[config.mk]
export PLATFORM = sky130hd
export DESIGN_NAME = pipe_hazard_ctrl_flat
export DESIGN_NICKNAME = d
export VERILOG_FILES = /design/src/rtl/pipe_hazard_ctrl_if.sv /design/src/rtl/pipe_hazard_ctrl.sv /design/src/flat_wrapper.sv
export SDC_FILE = /design/constraint.sdc
export NUM_CORES = 1
export LEC_CHECK = 0
export CAP_MARGIN = 20
export CORE_MARGIN = 3
export CORE_UTILIZATION = 25
export CTS_CLUSTER_SIZE = 20
export DETAILED_ROUTE_END_ITERATION = 10
export GPL_TIMING_DRIVEN = 0
export MAX_ROUTING_LAYER = met4
export PLACE_DENSITY = 0.47
export REMOVE_ABC_BUFFERS = 1
export SLEW_MARGIN = 25
export SYNTH_ARGS = -nofsm -noshare
export SYNTH_HDL_FRONTEND = slang
export SYNTH_SLANG_ARGS = --single-unit
[constraint.sdc]
create_clock -name clk -period 2.8 [get_ports clk]
set_input_delay 0.42 -clock clk [delete_from_list [all_inputs] [get_ports clk]]
set_output_delay 0.42 -clock clk [all_outputs]
set_load 0.005 [all_outputs]
[src/rtl/pipe_hazard_ctrl_if.sv]
// -----------------------------------------------------------------------------
// pipe_hazard_ctrl_if
//
// Groups the ID-stage instruction metadata, the data-memory req/ack handshake
// and the pipeline control outputs of pipe_hazard_ctrl.
//
//   master : pipeline side. Drives the ID metadata and dmem_ack, and receives the
//            control outputs.
//   slave  : hazard controller side. The directions are the reverse of master.
//
// Signals
//   id_valid, id_rs1, id_rs2, id_rs1_used, id_rs2_used, id_rd, id_reg_write,
//   id_mem_read, id_mem_write, id_branch, id_branch_taken : ID-stage metadata
//   dmem_req / dmem_ack : data-memory access request and completion
//   pc_write, if_id_write, if_id_flush, id_ex_bubble, pipe_advance : stall and
//   flush controls
//   fwd_a, fwd_b : EX operand selects (00 regfile, 01 EX_MEM, 10 MEM_WB)
// -----------------------------------------------------------------------------
interface pipe_hazard_ctrl_if #(
   parameter int unsigned REG_AW = 5
);
   logic              id_valid;
   logic [REG_AW-1:0] id_rs1;
   logic [REG_AW-1:0] id_rs2;
   logic              id_rs1_used;
   logic              id_rs2_used;
   logic [REG_AW-1:0] id_rd;
   logic              id_reg_write;
   logic              id_mem_read;
   logic              id_mem_write;
   logic              id_branch;
   logic              id_branch_taken;
   logic              dmem_ack;
   logic              dmem_req;
   logic              pc_write;
   logic              if_id_write;
   logic              if_id_flush;
   logic              id_ex_bubble;
   logic              pipe_advance;
   logic [1:0]        fwd_a;
   logic [1:0]        fwd_b;

   modport master (
      output id_valid, id_rs1, id_rs2, id_rs1_used, id_rs2_used, id_rd,
             id_reg_write, id_mem_read, id_mem_write, id_branch, id_branch_taken,
             dmem_ack,
      input  dmem_req, pc_write, if_id_write, if_id_flush, id_ex_bubble,
             pipe_advance, fwd_a, fwd_b
   );

   modport slave (
      input  id_valid, id_rs1, id_rs2, id_rs1_used, id_rs2_used, id_rd,
             id_reg_write, id_mem_read, id_mem_write, id_branch, id_branch_taken,
             dmem_ack,
      output dmem_req, pc_write, if_id_write, if_id_flush, id_ex_bubble,
             pipe_advance, fwd_a, fwd_b
   );
endinterface

[src/rtl/pipe_hazard_ctrl.sv]
// -----------------------------------------------------------------------------
// pipe_hazard_ctrl
//
// Hazard, stall and forwarding controller for the 5-stage core. The block keeps
// its own copy of the EX/MEM/WB destination metadata. From that copy and the
// current ID instruction it produces:
//   - memory-wait stalls, raised while MEM holds an access that has not yet been
//     acknowledged;
//   - load-use stalls and the stalls needed for branch operands resolved in ID,
//     each of which inserts a bubble into EX;
//   - the IF_ID flush for a taken branch or jump;
//   - the EX forwarding selects;
//   - a sticky watchdog for memory waits that run too long.
//
// Ports
//   clk, rst    : clock, synchronous active-high reset
//   enable      : global run enable; 0 freezes all internal state
//   bus         : pipe_hazard_ctrl_if.slave (ID metadata, dmem handshake, controls)
//   err_timeout : sticky watchdog flag, cleared only by rst
//
// Optional (define PIPE_HAZARD_PERF_CNT_EN)
//   stall_cycles : saturating count of enabled cycles spent in mem_wait or hz
//   flush_count  : saturating count of cycles with if_id_flush asserted
// -----------------------------------------------------------------------------
module pipe_hazard_ctrl #(
   parameter int unsigned REG_AW  = 5,
   parameter int unsigned TIMEOUT = 255,
   parameter int unsigned CNT_W   = 16  // at most 32
) (
   input  logic                 clk,
   input  logic                 rst,
   input  logic                 enable,
   pipe_hazard_ctrl_if.slave    bus,
`ifdef PIPE_HAZARD_PERF_CNT_EN
   output logic [CNT_W-1:0]     stall_cycles,
   output logic [CNT_W-1:0]     flush_count,
`endif
   output logic                 err_timeout
);

   typedef struct packed {
      logic              valid;
      logic [REG_AW-1:0] rd;
      logic              reg_write;
      logic              mem_read;
      logic              mem_access;
      logic [REG_AW-1:0] rs1;
      logic [REG_AW-1:0] rs2;
      logic              rs1_used;
      logic              rs2_used;
   } ex_rec_t;

   typedef struct packed {
      logic              valid;
      logic [REG_AW-1:0] rd;
      logic              reg_write;
      logic              mem_read;
      logic              mem_access;
   } mw_rec_t;

   // Per-operand forwarding select. MEM is checked before WB so the younger
   // result wins. A writer never has rd == 0, so x0 is never forwarded.
   function automatic logic [1:0] fwd_sel(
      input logic [REG_AW-1:0] rs,
      input logic              used,
      input logic              mem_wr,
      input logic [REG_AW-1:0] mem_rd,
      input logic              wb_wr,
      input logic [REG_AW-1:0] wb_rd
   );
      logic [1:0] sel;
      sel = 2'b00;
      if (used && mem_wr && (mem_rd == rs)) begin
         sel = 2'b01;
      end else if (used && wb_wr && (wb_rd == rs)) begin
         sel = 2'b10;
      end
      return sel;
   endfunction

   ex_rec_t           ex_q, ex_d;
   mw_rec_t           mem_q, mem_d;
   mw_rec_t           wb_q, wb_d;
   logic [CNT_W-1:0]  wait_cnt_q, wait_cnt_d;
   logic              err_q, err_d;

   logic              ex_wr, mem_wr, wb_wr;
   logic              id_hit_ex, id_hit_mem;
   logic              mem_req_raw, mem_wait;
   logic              hz_raw, hz;
   logic              run;

   // Decode of the stage records and the ID operand comparisons
   always_comb begin
      ex_wr  = ex_q.valid  & ex_q.reg_write  & (ex_q.rd  != '0);
      mem_wr = mem_q.valid & mem_q.reg_write & (mem_q.rd != '0);
      wb_wr  = wb_q.valid  & wb_q.reg_write  & (wb_q.rd  != '0);

      id_hit_ex  = (bus.id_rs1_used & (bus.id_rs1 == ex_q.rd)) |
                   (bus.id_rs2_used & (bus.id_rs2 == ex_q.rd));
      id_hit_mem = (bus.id_rs1_used & (bus.id_rs1 == mem_q.rd)) |
                   (bus.id_rs2_used & (bus.id_rs2 == mem_q.rd));

      mem_req_raw = mem_q.valid & mem_q.mem_access;
      mem_wait    = mem_req_raw & ~bus.dmem_ack;

      // A load in EX blocks every consumer. A branch compared in ID also waits
      // for any EX writer and for a load still in MEM.
      hz_raw = bus.id_valid & (
                  (ex_wr & ex_q.mem_read & id_hit_ex) |
                  (bus.id_branch & ex_wr & id_hit_ex) |
                  (bus.id_branch & mem_wr & mem_q.mem_read & id_hit_mem));
      hz     = hz_raw & ~mem_wait;
      run    = ~rst & enable;
   end

   // Control outputs, in priority order: rst, ~enable, mem_wait, hz, flush,
   // normal operation
   always_comb begin
      bus.dmem_req     = 1'b0;
      bus.pc_write     = 1'b0;
      bus.if_id_write  = 1'b0;
      bus.if_id_flush  = 1'b0;
      bus.id_ex_bubble = 1'b0;
      bus.pipe_advance = 1'b0;
      if (run) begin
         bus.dmem_req = mem_req_raw;
         if (!mem_wait) begin
            bus.pipe_advance = 1'b1;
            if (hz) begin
               bus.id_ex_bubble = 1'b1;
            end else begin
               bus.pc_write    = 1'b1;
               bus.if_id_write = 1'b1;
               bus.if_id_flush = bus.id_branch_taken & bus.id_valid;
            end
         end
      end
   end

   // Forwarding tracks the EX record even while frozen; only rst forces 00
   always_comb begin
      bus.fwd_a = 2'b00;
      bus.fwd_b = 2'b00;
      if (!rst) begin
         bus.fwd_a = fwd_sel(ex_q.rs1, ex_q.rs1_used, mem_wr, mem_q.rd, wb_wr, wb_q.rd);
         bus.fwd_b = fwd_sel(ex_q.rs2, ex_q.rs2_used, mem_wr, mem_q.rd, wb_wr, wb_q.rd);
      end
   end

   // Next state for the stage records and the watchdog
   always_comb begin
      ex_d       = ex_q;
      mem_d      = mem_q;
      wb_d       = wb_q;
      wait_cnt_d = wait_cnt_q;
      err_d      = err_q;
      if (enable) begin
         if (bus.pipe_advance) begin
            wb_d  = mem_q;
            mem_d = '{valid:      ex_q.valid,
                      rd:         ex_q.rd,
                      reg_write:  ex_q.reg_write,
                      mem_read:   ex_q.mem_read,
                      mem_access: ex_q.mem_access};
            ex_d  = '{valid:      bus.id_valid & ~hz,
                      rd:         bus.id_rd,
                      reg_write:  bus.id_reg_write,
                      mem_read:   bus.id_mem_read,
                      mem_access: bus.id_mem_read | bus.id_mem_write,
                      rs1:        bus.id_rs1,
                      rs2:        bus.id_rs2,
                      rs1_used:   bus.id_rs1_used,
                      rs2_used:   bus.id_rs2_used};
         end
         if (mem_wait) begin
            wait_cnt_d = (wait_cnt_q == '1) ? wait_cnt_q : wait_cnt_q + CNT_W'(1);
         end else begin
            wait_cnt_d = '0;
         end
         if (mem_wait && (32'(wait_cnt_d) >= TIMEOUT)) begin
            err_d = 1'b1;
         end
      end
   end

   always_ff @(posedge clk) begin
      if (rst) begin
         ex_q       <= '0;
         mem_q      <= '0;
         wb_q       <= '0;
         wait_cnt_q <= '0;
         err_q      <= 1'b0;
      end else begin
         ex_q       <= ex_d;
         mem_q      <= mem_d;
         wb_q       <= wb_d;
         wait_cnt_q <= wait_cnt_d;
         err_q      <= err_d;
      end
   end

   always_comb begin
      err_timeout = err_q;
   end

   // The WB copy keeps the full record layout, but only its writer fields are
   // read
   logic unused_wb_meta;
   always_comb begin
      unused_wb_meta = ^{wb_q.mem_read, wb_q.mem_access};
   end

`ifdef PIPE_HAZARD_PERF_CNT_EN
   logic [CNT_W-1:0] stall_cnt_q, stall_cnt_d;
   logic [CNT_W-1:0] flush_cnt_q, flush_cnt_d;

   always_comb begin
      stall_cnt_d = stall_cnt_q;
      flush_cnt_d = flush_cnt_q;
      if (enable && (mem_wait || hz_raw) && (stall_cnt_q != '1)) begin
         stall_cnt_d = stall_cnt_q + CNT_W'(1);
      end
      if (bus.if_id_flush && (flush_cnt_q != '1)) begin
         flush_cnt_d = flush_cnt_q + CNT_W'(1);
      end
   end

   always_ff @(posedge clk) begin
      if (rst) begin
         stall_cnt_q <= '0;
         flush_cnt_q <= '0;
      end else begin
         stall_cnt_q <= stall_cnt_d;
         flush_cnt_q <= flush_cnt_d;
      end
   end

   always_comb begin
      stall_cycles = stall_cnt_q;
      flush_count  = flush_cnt_q;
   end
`endif

endmodule

[src/flat_wrapper.sv]
// flat-port wrapper written by rule: the top's interface ports become plain ports
module pipe_hazard_ctrl_flat 
#(
   parameter int unsigned REG_AW  = 5,
   parameter int unsigned TIMEOUT = 255,
   parameter int unsigned CNT_W   = 16               
)
  (clk, rst, enable, err_timeout, bus_id_valid, bus_id_rs1, bus_id_rs2, bus_id_rs1_used, bus_id_rs2_used, bus_id_rd, bus_id_reg_write, bus_id_mem_read, bus_id_mem_write, bus_id_branch, bus_id_branch_taken, bus_dmem_ack, bus_dmem_req, bus_pc_write, bus_if_id_write, bus_if_id_flush, bus_id_ex_bubble, bus_pipe_advance, bus_fwd_a, bus_fwd_b);
  pipe_hazard_ctrl_if #(.REG_AW(REG_AW)) bus_i ();
  input  logic clk;
  input  logic rst;
  input  logic enable;
  output logic err_timeout;
  input wire logic [$bits(bus_i.id_valid)-1:0] bus_id_valid;
  input wire logic [$bits(bus_i.id_rs1)-1:0] bus_id_rs1;
  input wire logic [$bits(bus_i.id_rs2)-1:0] bus_id_rs2;
  input wire logic [$bits(bus_i.id_rs1_used)-1:0] bus_id_rs1_used;
  input wire logic [$bits(bus_i.id_rs2_used)-1:0] bus_id_rs2_used;
  input wire logic [$bits(bus_i.id_rd)-1:0] bus_id_rd;
  input wire logic [$bits(bus_i.id_reg_write)-1:0] bus_id_reg_write;
  input wire logic [$bits(bus_i.id_mem_read)-1:0] bus_id_mem_read;
  input wire logic [$bits(bus_i.id_mem_write)-1:0] bus_id_mem_write;
  input wire logic [$bits(bus_i.id_branch)-1:0] bus_id_branch;
  input wire logic [$bits(bus_i.id_branch_taken)-1:0] bus_id_branch_taken;
  input wire logic [$bits(bus_i.dmem_ack)-1:0] bus_dmem_ack;
  output wire logic [$bits(bus_i.dmem_req)-1:0] bus_dmem_req;
  output wire logic [$bits(bus_i.pc_write)-1:0] bus_pc_write;
  output wire logic [$bits(bus_i.if_id_write)-1:0] bus_if_id_write;
  output wire logic [$bits(bus_i.if_id_flush)-1:0] bus_if_id_flush;
  output wire logic [$bits(bus_i.id_ex_bubble)-1:0] bus_id_ex_bubble;
  output wire logic [$bits(bus_i.pipe_advance)-1:0] bus_pipe_advance;
  output wire logic [$bits(bus_i.fwd_a)-1:0] bus_fwd_a;
  output wire logic [$bits(bus_i.fwd_b)-1:0] bus_fwd_b;
  assign bus_i.id_valid = bus_id_valid;
  assign bus_i.id_rs1 = bus_id_rs1;
  assign bus_i.id_rs2 = bus_id_rs2;
  assign bus_i.id_rs1_used = bus_id_rs1_used;
  assign bus_i.id_rs2_used = bus_id_rs2_used;
  assign bus_i.id_rd = bus_id_rd;
  assign bus_i.id_reg_write = bus_id_reg_write;
  assign bus_i.id_mem_read = bus_id_mem_read;
  assign bus_i.id_mem_write = bus_id_mem_write;
  assign bus_i.id_branch = bus_id_branch;
  assign bus_i.id_branch_taken = bus_id_branch_taken;
  assign bus_i.dmem_ack = bus_dmem_ack;
  assign bus_dmem_req = bus_i.dmem_req;
  assign bus_pc_write = bus_i.pc_write;
  assign bus_if_id_write = bus_i.if_id_write;
  assign bus_if_id_flush = bus_i.if_id_flush;
  assign bus_id_ex_bubble = bus_i.id_ex_bubble;
  assign bus_pipe_advance = bus_i.pipe_advance;
  assign bus_fwd_a = bus_i.fwd_a;
  assign bus_fwd_b = bus_i.fwd_b;
  pipe_hazard_ctrl #(.REG_AW(REG_AW), .TIMEOUT(TIMEOUT), .CNT_W(CNT_W)) u_core (.clk(clk), .rst(rst), .enable(enable), .bus(bus_i), .err_timeout(err_timeout));
endmodule
==> results of run 1 <==
==> power breakdown <==
group / switching, uW / leakage [uW] / internal [uW]
Clock: 286 / 0.0000799 / 419
Combinational: 104 / 0.000904 / 96.3
Sequential: 44.0 / 0.000444 / 801
Total: 434 / 0.00143 / 1320
==> metrics by stage <==
stage / utilization, % / std cells / cell area (um2) / setup slack [ns]
global route: 32.49 / 562 / 3789 / -0.03425
finish: 32.49 / 562 / 3789 / 0.09971
CTS: 31.79 / 559 / 3707 / -0.02443
floorplan: - / 368 / 2919 / 0.1065
global placement: 29.74 / 548 / 3468 / -2.555
detailed placement: 29.91 / 549 / 3488 / -1.629
==> cells by family (layout without fill, tap and decap cells) <==
family | count (synthesis) | after routing | synth area share (%)
adder cells (fa/ha/maj) | 1 | 1 | 0.4121
AO/OA/AOI/OAI | 90 | 90 | 18.30
buffers and inverters | 35 | 60 | 4.946
AND/OR/NAND/NOR | 165 | 165 | 26.38
multiplexers | 3 | 3 | 1.072
flip-flops | 54 | 54 | 35.61
XOR/XNOR | 46 | 46 | 13.27
==> Yosys cell counts (2+ instances only) <==
library cell	count	share of area (%)
nor2_1	27	3.3
o21ai_0	40	6.6
nand3_1	13	2.1
o211ai_1	4	0.99
clkbuf_1	23	2.8
nor4_1	9	1.9
buf_6	2	0.74
a31oi_1	6	1.2
xnor2_1	9	2.6
dfxtp_1	54	36
or3_1	2	0.41
a22oi_1	3	0.74
a21oi_1	18	3.0
a211oi_1	7	1.7
nand2_1	79	9.8
inv_1	8	0.99
nand3b_1	2	0.49
and3_1	3	0.62
nand4_1	8	1.6
nor3b_1	2	0.49
xor2_1	37	11
nor3_1	9	1.5
a21o_1	2	0.49
o2111ai_1	2	0.58
==> area by class of cell <==
| type | count | area [um2] |
|---|---|---|
| flip-flops and latches | 54 | 1094 |
| repair inverters | 1 | 6.256 |
| clock inverters | 2 | 38.79 |
| fillers | 1230 | 7874 |
| repair buffers | 43 | 432.9 |
| inverters | 9 | 43.79 |
| well taps | 143 | 178.9 |
| multi-input cells | 305 | 1869 |
| clock buffers | 5 | 125.1 |
==> worst min path at each step <==
| stage | end | cells past startpoint | slack (ns) |
|---|---|---|---|
| after CTS | u_core.ex_q[12]$_SDFFE_PP0P_ | 2 | 0.46 |
| after floorplan | u_core.wb_q[2]$_SDFFE_PP0P_ | 2 | 0.44 |
| after global routing | u_core.wb_q[2]$_SDFFE_PP0P_ | 2 | 0.49 |
| after detailed placement | u_core.ex_q[12]$_SDFFE_PP0P_ | 2 | 0.45 |
| after global placement | u_core.ex_q[12]$_SDFFE_PP0P_ | 2 | 0.45 |
| final | u_core.ex_q[12]$_SDFFE_PP0P_ | 2 | 0.46 |
==> registers in the layout (all words and copies together) (netlist names) <==
name                flops
u_core.err_timeout      1
u_core.ex_q            21
u_core.wait_cnt_q      16
u_core.mem_q            9
u_core.wb_q             7
==> timing repair <==
item,CTS,global route
resized for setup,42,10
pin swaps,4,1
gates cloned,1,1
buffers inserted,2,2
endpoints found under the setup margin,42,4
==> placed cells by master (no fill, tap or decap), types with 6 or more instances in the layout <==
cell / count
a211oi_1: 7
a21oi_1: 17
clkbuf_16: 6
clkdlybuf4s50_1: 23
dfxtp_1: 46
dfxtp_2: 7
dlygate4sd2_1: 8
inv_1: 7
nand2_1: 79
nand3_1: 11
nand4_1: 8
nor2_1: 27
nor3_1: 9
nor4_1: 8
o21ai_0: 39
xnor2_1: 9
xor2_1: 37
==> layer usage <==
| metal | wire [um] | vias up |
|---|---|---|
| li1 | - | 1427 |
| met1 | 3946 | 1338 |
| met2 | 4160 | 53 |
| met3 | 263 | 7 |
| met4 | 82 | 0 |
| met5 | 0 | - |
==> worst max-delay path, stage by stage <==
cell	delay, ns
clkdlybuf4s50_1	0.57
xor2_1	0.19
nor4_2	0.06
a31oi_2	0.24
o2111ai_2	0.18
nor2_1	0.11
clkdlybuf4s50_1	0.50
==> results_dict.tcl, run 1 <==
set metrics [dict create \
    status "complete, no violations" \
    ir_drop_uv 218.7 \
    viasPerCell 5.027 \
    antenna_found_initial 0 \
    place_congestion 0.8446 \
    required_ns 2.38 \
    insertion_delay_ns 0.29 \
    cts_buffers 5 \
    clock_skew_ns 0.005907 \
    use_met3_pct 2.487 \
    die_y_um 116.2 \
    finalSetupViolCount 0 \
    clockRootBuffer "clkbuf_16" \
    reg2reg_to "u_core.err_timeout$_SDFFE_PP0P_" \
    postRouteAntennaNets 0 \
    rsz0062_at_grt "yes" \
    max_slew_margin_pct 37.59 \
    htreeDepth 2 \
    met1_usage_pct 16.83 \
    synth_edf_count 0 \
    diodes 0 \
    min_period_ns 2.700 \
    min_from "u_core.ex_q[12]$_SDFFE_PP0P_" \
    cts_tree "yes" \
    maxCapViolCount 0 \
    slew_viol_final 0 \
    design.die.area_mm2 0.01350 \
    cts.path.max_buffers 2 \
    tns_ns 0 \
    grt_max_degree 51 \
    cp.arrival_ns 2.28 \
    initialDrtViolationCount 158 \
    leakagePower_uw 0.001428 \
    die_w_um 116.2 \
    worstPathMaxFanout 3 \
    yosys_most_used_dff "dfxtp_1" \
    startpoint "bus_id_rs2[0]" \
    drc_errors 0 \
    cts_hold_buf 0 \
    post_drt_wl_per_cell_um 15.04 \
    drive_above_1_share_pct 11.22 \
    drtPass1Iterations 4 \
    io_buffers 37 \
    r2r-start "u_core.wait_cnt_q[0]$_SDFFE_PP0P_" \
    vias 2825 \
    path_class "in2out" \
    fin_total_pwr_uw 1750 \
    critPathCaptureType "output pin" \
    min_path_type "reg2reg" \
    hold_ws_ns 0.4573 \
    clkSlewWorstSetupHoldPaths_ns 0.07 \
    hpwlAfterDp_um 5661 \
    finalHoldViolCount 0 \
    synth_area_mm2 0.003035 \
    r2r_slack_ns 0.34 \
    overflow 0 \
    cts.sinks 54 \
    power_density_mw_per_mm2 461.9 \
    start_util_pct 26.03 \
    grt_usage_pct 13.40 \
    final_nets 447 \
    wl_um 8453 \
    cp-start-kind "primary input" \
    met2_usage_pct 22.55 \
    syn-mean-instance-area_um2 7.704 \
    synth-async-reset-ratio_pct 0 \
    ys_warn_count 0 \
    min_period_over_period_pct 96.44 \
    crit_path_end "bus_if_id_flush" \
    grt_pass1_vias 2782 \
    clock.fmax_ghz 0.3703 \
    synth_cell_types 49 \
    seq_area_frac_synth_pct 35.61 \
    area_growth_pct 24.81 \
    ios 38 \
    grt_pass1_wl_um 14090 \
    top_usage_layer "met2" \
    core_mm2 0.01166 \
    num_rows 39 \
    tightest_slew_ns 0.9326 \
    ys_ff_latch 54 \
    r2r_cells 7 \
    syn_inst 394 \
]
No activity file was read; power rests on OpenSTA's default activity.
==> run 2: changes to the inputs <==
--- a/config.mk
+++ b/config.mk
@@ -8,6 +8,7 @@
 export CAP_MARGIN = 20
 export CORE_MARGIN = 3
 export CORE_UTILIZATION = 25
+export CTS_BUF_LIST = sky130_fd_sc_hd__clkbuf_16
 export CTS_CLUSTER_SIZE = 20
 export DETAILED_ROUTE_END_ITERATION = 10
 export GPL_TIMING_DRIVEN = 0
==> results of run 2 <==
No change in the layout: final DEF, timing and power equal those of run 1.
==> run 3: changes to the inputs <==
==> constraint.sdc (replaced) <==
create_clock -name clk -period 3.5 [get_ports clk]
set_input_delay 0.525 -clock clk [delete_from_list [all_inputs] [get_ports clk]]
set_output_delay 0.525 -clock clk [all_outputs]
set_load 0.005 [all_outputs]
==> results_dict.tcl, run 3 (synthesized netlist as in run 1, its figures left out) <==
set metrics [dict create \
    hpwlAfterDp_um 5661 \
    htreeDepth 2 \
    cp_slowest_cell "clkdlybuf4s50_1" \
    overflow 0 \
    grt_pass1_wl_um 13820 \
    finalHoldViolCount 0 \
    wl_um 8255 \
    drive_above_1_share_pct 5.542 \
    crit_path_end "bus_id_ex_bubble" \
    antenna_found_initial 0 \
    cp-start-kind "primary input" \
    critPathCaptureType "output pin" \
    largest_reg_flops 21 \
    design.die.area_mm2 0.01350 \
    critical_path.max_stage_delay_ns 0.50 \
    required_ns 2.97 \
    worstPathMaxFanout 3 \
    p_comb_share_pct 10.9 \
    path_depth 8 \
    diodes 0 \
    post_drt_wl_per_cell_um 14.79 \
    clockRootBuffer "clkbuf_16" \
    clkPwrFrac_pct 40.9 \
    switching_share_pct 25.01 \
    viasPerCell 5.009 \
    grt_pass1_vias 2736 \
    fill_cells 1246 \
    fin_ws_ns 0.1948 \
    ir_drop_uv 164.4 \
    postRouteAntennaNets 0 \
    cp.arrival_ns 2.78 \
    path_class "in2out" \
    leakagePower_uw 0.001349 \
    multiInputGateArea_mm2 0.001804 \
    vias 2795 \
    grt_max_degree 51 \
    layout_common_cells "nand2_1 (79), dfxtp_1 (54), o21ai_0 (40), xor2_1 (37), clkdlybuf4s50_1 (35)" \
    cts.sinks 54 \
    area_growth_pct 20.78 \
    num_rows 39 \
    reg2reg_to "u_core.err_timeout$_SDFFE_PP0P_" \
    cts_tree "yes" \
    tightest_slew_ns 0.9401 \
    initialDrtViolationCount 128 \
    power_frac_seq_pct 48.2 \
    r2r-start "u_core.wait_cnt_q[0]$_SDFFE_PP0P_" \
    start_util_pct 26.03 \
    die_w_um 116.2 \
    max_slew_margin_pct 37.10 \
    r2r_slack_ns 1.03 \
    io_buffers 37 \
    min_period_ns 3.305 \
    die_y_um 116.2 \
    place_congestion 0.8446 \
    core_mm2 0.01166 \
    grt_usage_pct 13.12 \
    ios 38 \
    clkSlewWorstSetupHoldPaths_ns 0.07 \
    insertion_delay_ns 0.30 \
    p_switching_uw 350.2 \
    top_regs "u_core.ex_q: 21 flops, u_core.wait_cnt_q: 16 flops, u_core.mem_q: 9 flops" \
    startpoint "bus_id_rs1[3]" \
    seqCellArea_mm2 0.001081 \
    slew_viol_final 0 \
    min_period_over_period_pct 94.43 \
    min_path_type "reg2reg" \
    status "complete, no violations" \
    hold_ws_ns 0.4603 \
    worst-path-buf-inv 2 \
    maxCapViolCount 0 \
    cts.path.max_buffers 2 \
    critPathMostFrequentCell "clkdlybuf4s50_1" \
    r2r_cells 7 \
    finalSetupViolCount 0 \
    pre_cts_ws_ns -1.139 \
    drtPass1Iterations 4 \
    clock_skew_ns 0.006426 \
    final_common_cell "nand2_1" \
    largest-register "u_core.ex_q" \
    crit_chain "clkdlybuf4s50_1, xor2_1, nor4_1, nand3_1, a221o_1, o21ai_0, and3_1, clkdlybuf4s50_1" \
    final_nets 443 \
    p_int_uw 1050 \
    power_density_mw_per_mm2 381.9 \
    clock.fmax_ghz 0.3026 \
    crit_family "buffers and inverters" \
    cts_buffers 5 \
    drc_errors 0 \
    rsz0062_at_grt "no" \
]
==> run 3: changes by cell type in the layout (fill, tap and decap cells not counted), sizes merged <==
cell,before,now
clkdlybuf4s15,2,0
clkdlybuf4s50,23,35
dlygate4sd2,8,0
buf,7,4
clkbuf,6,5
dlymetal6s2s,2,0
==> run 3: worst min path at each step <==
| stage | startpoint | to | slack (ns) | cells after the start |
|---|---|---|---|---|
| 2_1_floorplan | u_core.wb_q[2]$_SDFFE_PP0P_ | u_core.wb_q[2]$_SDFFE_PP0P_ | 0.44 | 2 |
| 3_3_place_gp | u_core.ex_q[12]$_SDFFE_PP0P_ | u_core.ex_q[12]$_SDFFE_PP0P_ | 0.45 | 2 |
| 3_5_place_dp | u_core.ex_q[12]$_SDFFE_PP0P_ | u_core.ex_q[12]$_SDFFE_PP0P_ | 0.45 | 2 |
| 4_1_cts | u_core.ex_q[12]$_SDFFE_PP0P_ | u_core.ex_q[12]$_SDFFE_PP0P_ | 0.46 | 2 |
| 5_1_grt | u_core.wb_q[2]$_SDFFE_PP0P_ | u_core.wb_q[2]$_SDFFE_PP0P_ | 0.49 | 2 |
| 6_report | u_core.ex_q[12]$_SDFFE_PP0P_ | u_core.ex_q[12]$_SDFFE_PP0P_ | 0.46 | 2 |
==> run 3: timing repair <==
item	CTS	global route
cloned	1	0
setup buffers	1	0
hold buffers	0	0
endpoints found under the setup margin	8	1
gates resized for setup	12	3
==> run 3: power groups by stage <==
stage               clock, uW  sequential [uW]  combinational (uW)
floorplan                   0              678                81.0
global placement            0              689                 147
detailed placement          0              689                 152
CTS                       587              674                 155
global route              611              679                 172
finish                    573              674                 153
==> run 3: cell type report <==
type	count	area share, %
Clock inverter	2	1.058
Sequential cell	54	29.49
Timing Repair inverter	1	0.1706
Inverter	9	1.195
Tap cell	143	4.881
Clock buffer	5	3.413
Multi-Input combinational cell	305	49.21
Timing Repair Buffer	39	10.58
==> run 3: tightest hold or removal path, delay by kind of cell (launching register included) <==
kind               cells  cell delay (ns)
AOI/OAI and AO/OA      1             0.05
DFF                    1             0.31
and+or+nand+nor        1             0.05
==> run 3: routing by layer <==
layer  routed length, um  track usage, %
met4                  85           2.784
met5                   0               -
met1                3919           16.42
met3                 301           2.487
met2                3949           22.09
==> run 3: per-stage QoR <==
| step | utilization [%] | power, uW | TNS (ns) | area (um2) | instances |
|---|---|---|---|---|---|
| 2_1_floorplan | - | 758.7 | 0 | 2919 | 368 |
| 3_3_place_gp | 29.74 | 835.2 | -36.32 | 3468 | 548 |
| 3_5_place_dp | 29.91 | 840.9 | -5.671 | 3488 | 549 |
| 4_1_cts | 31.47 | 1416 | 0 | 3670 | 558 |
| 5_1_grt | 31.43 | 1462 | 0 | 3666 | 558 |
| 6_report | 31.43 | 1400 | 0 | 3666 | 558 |
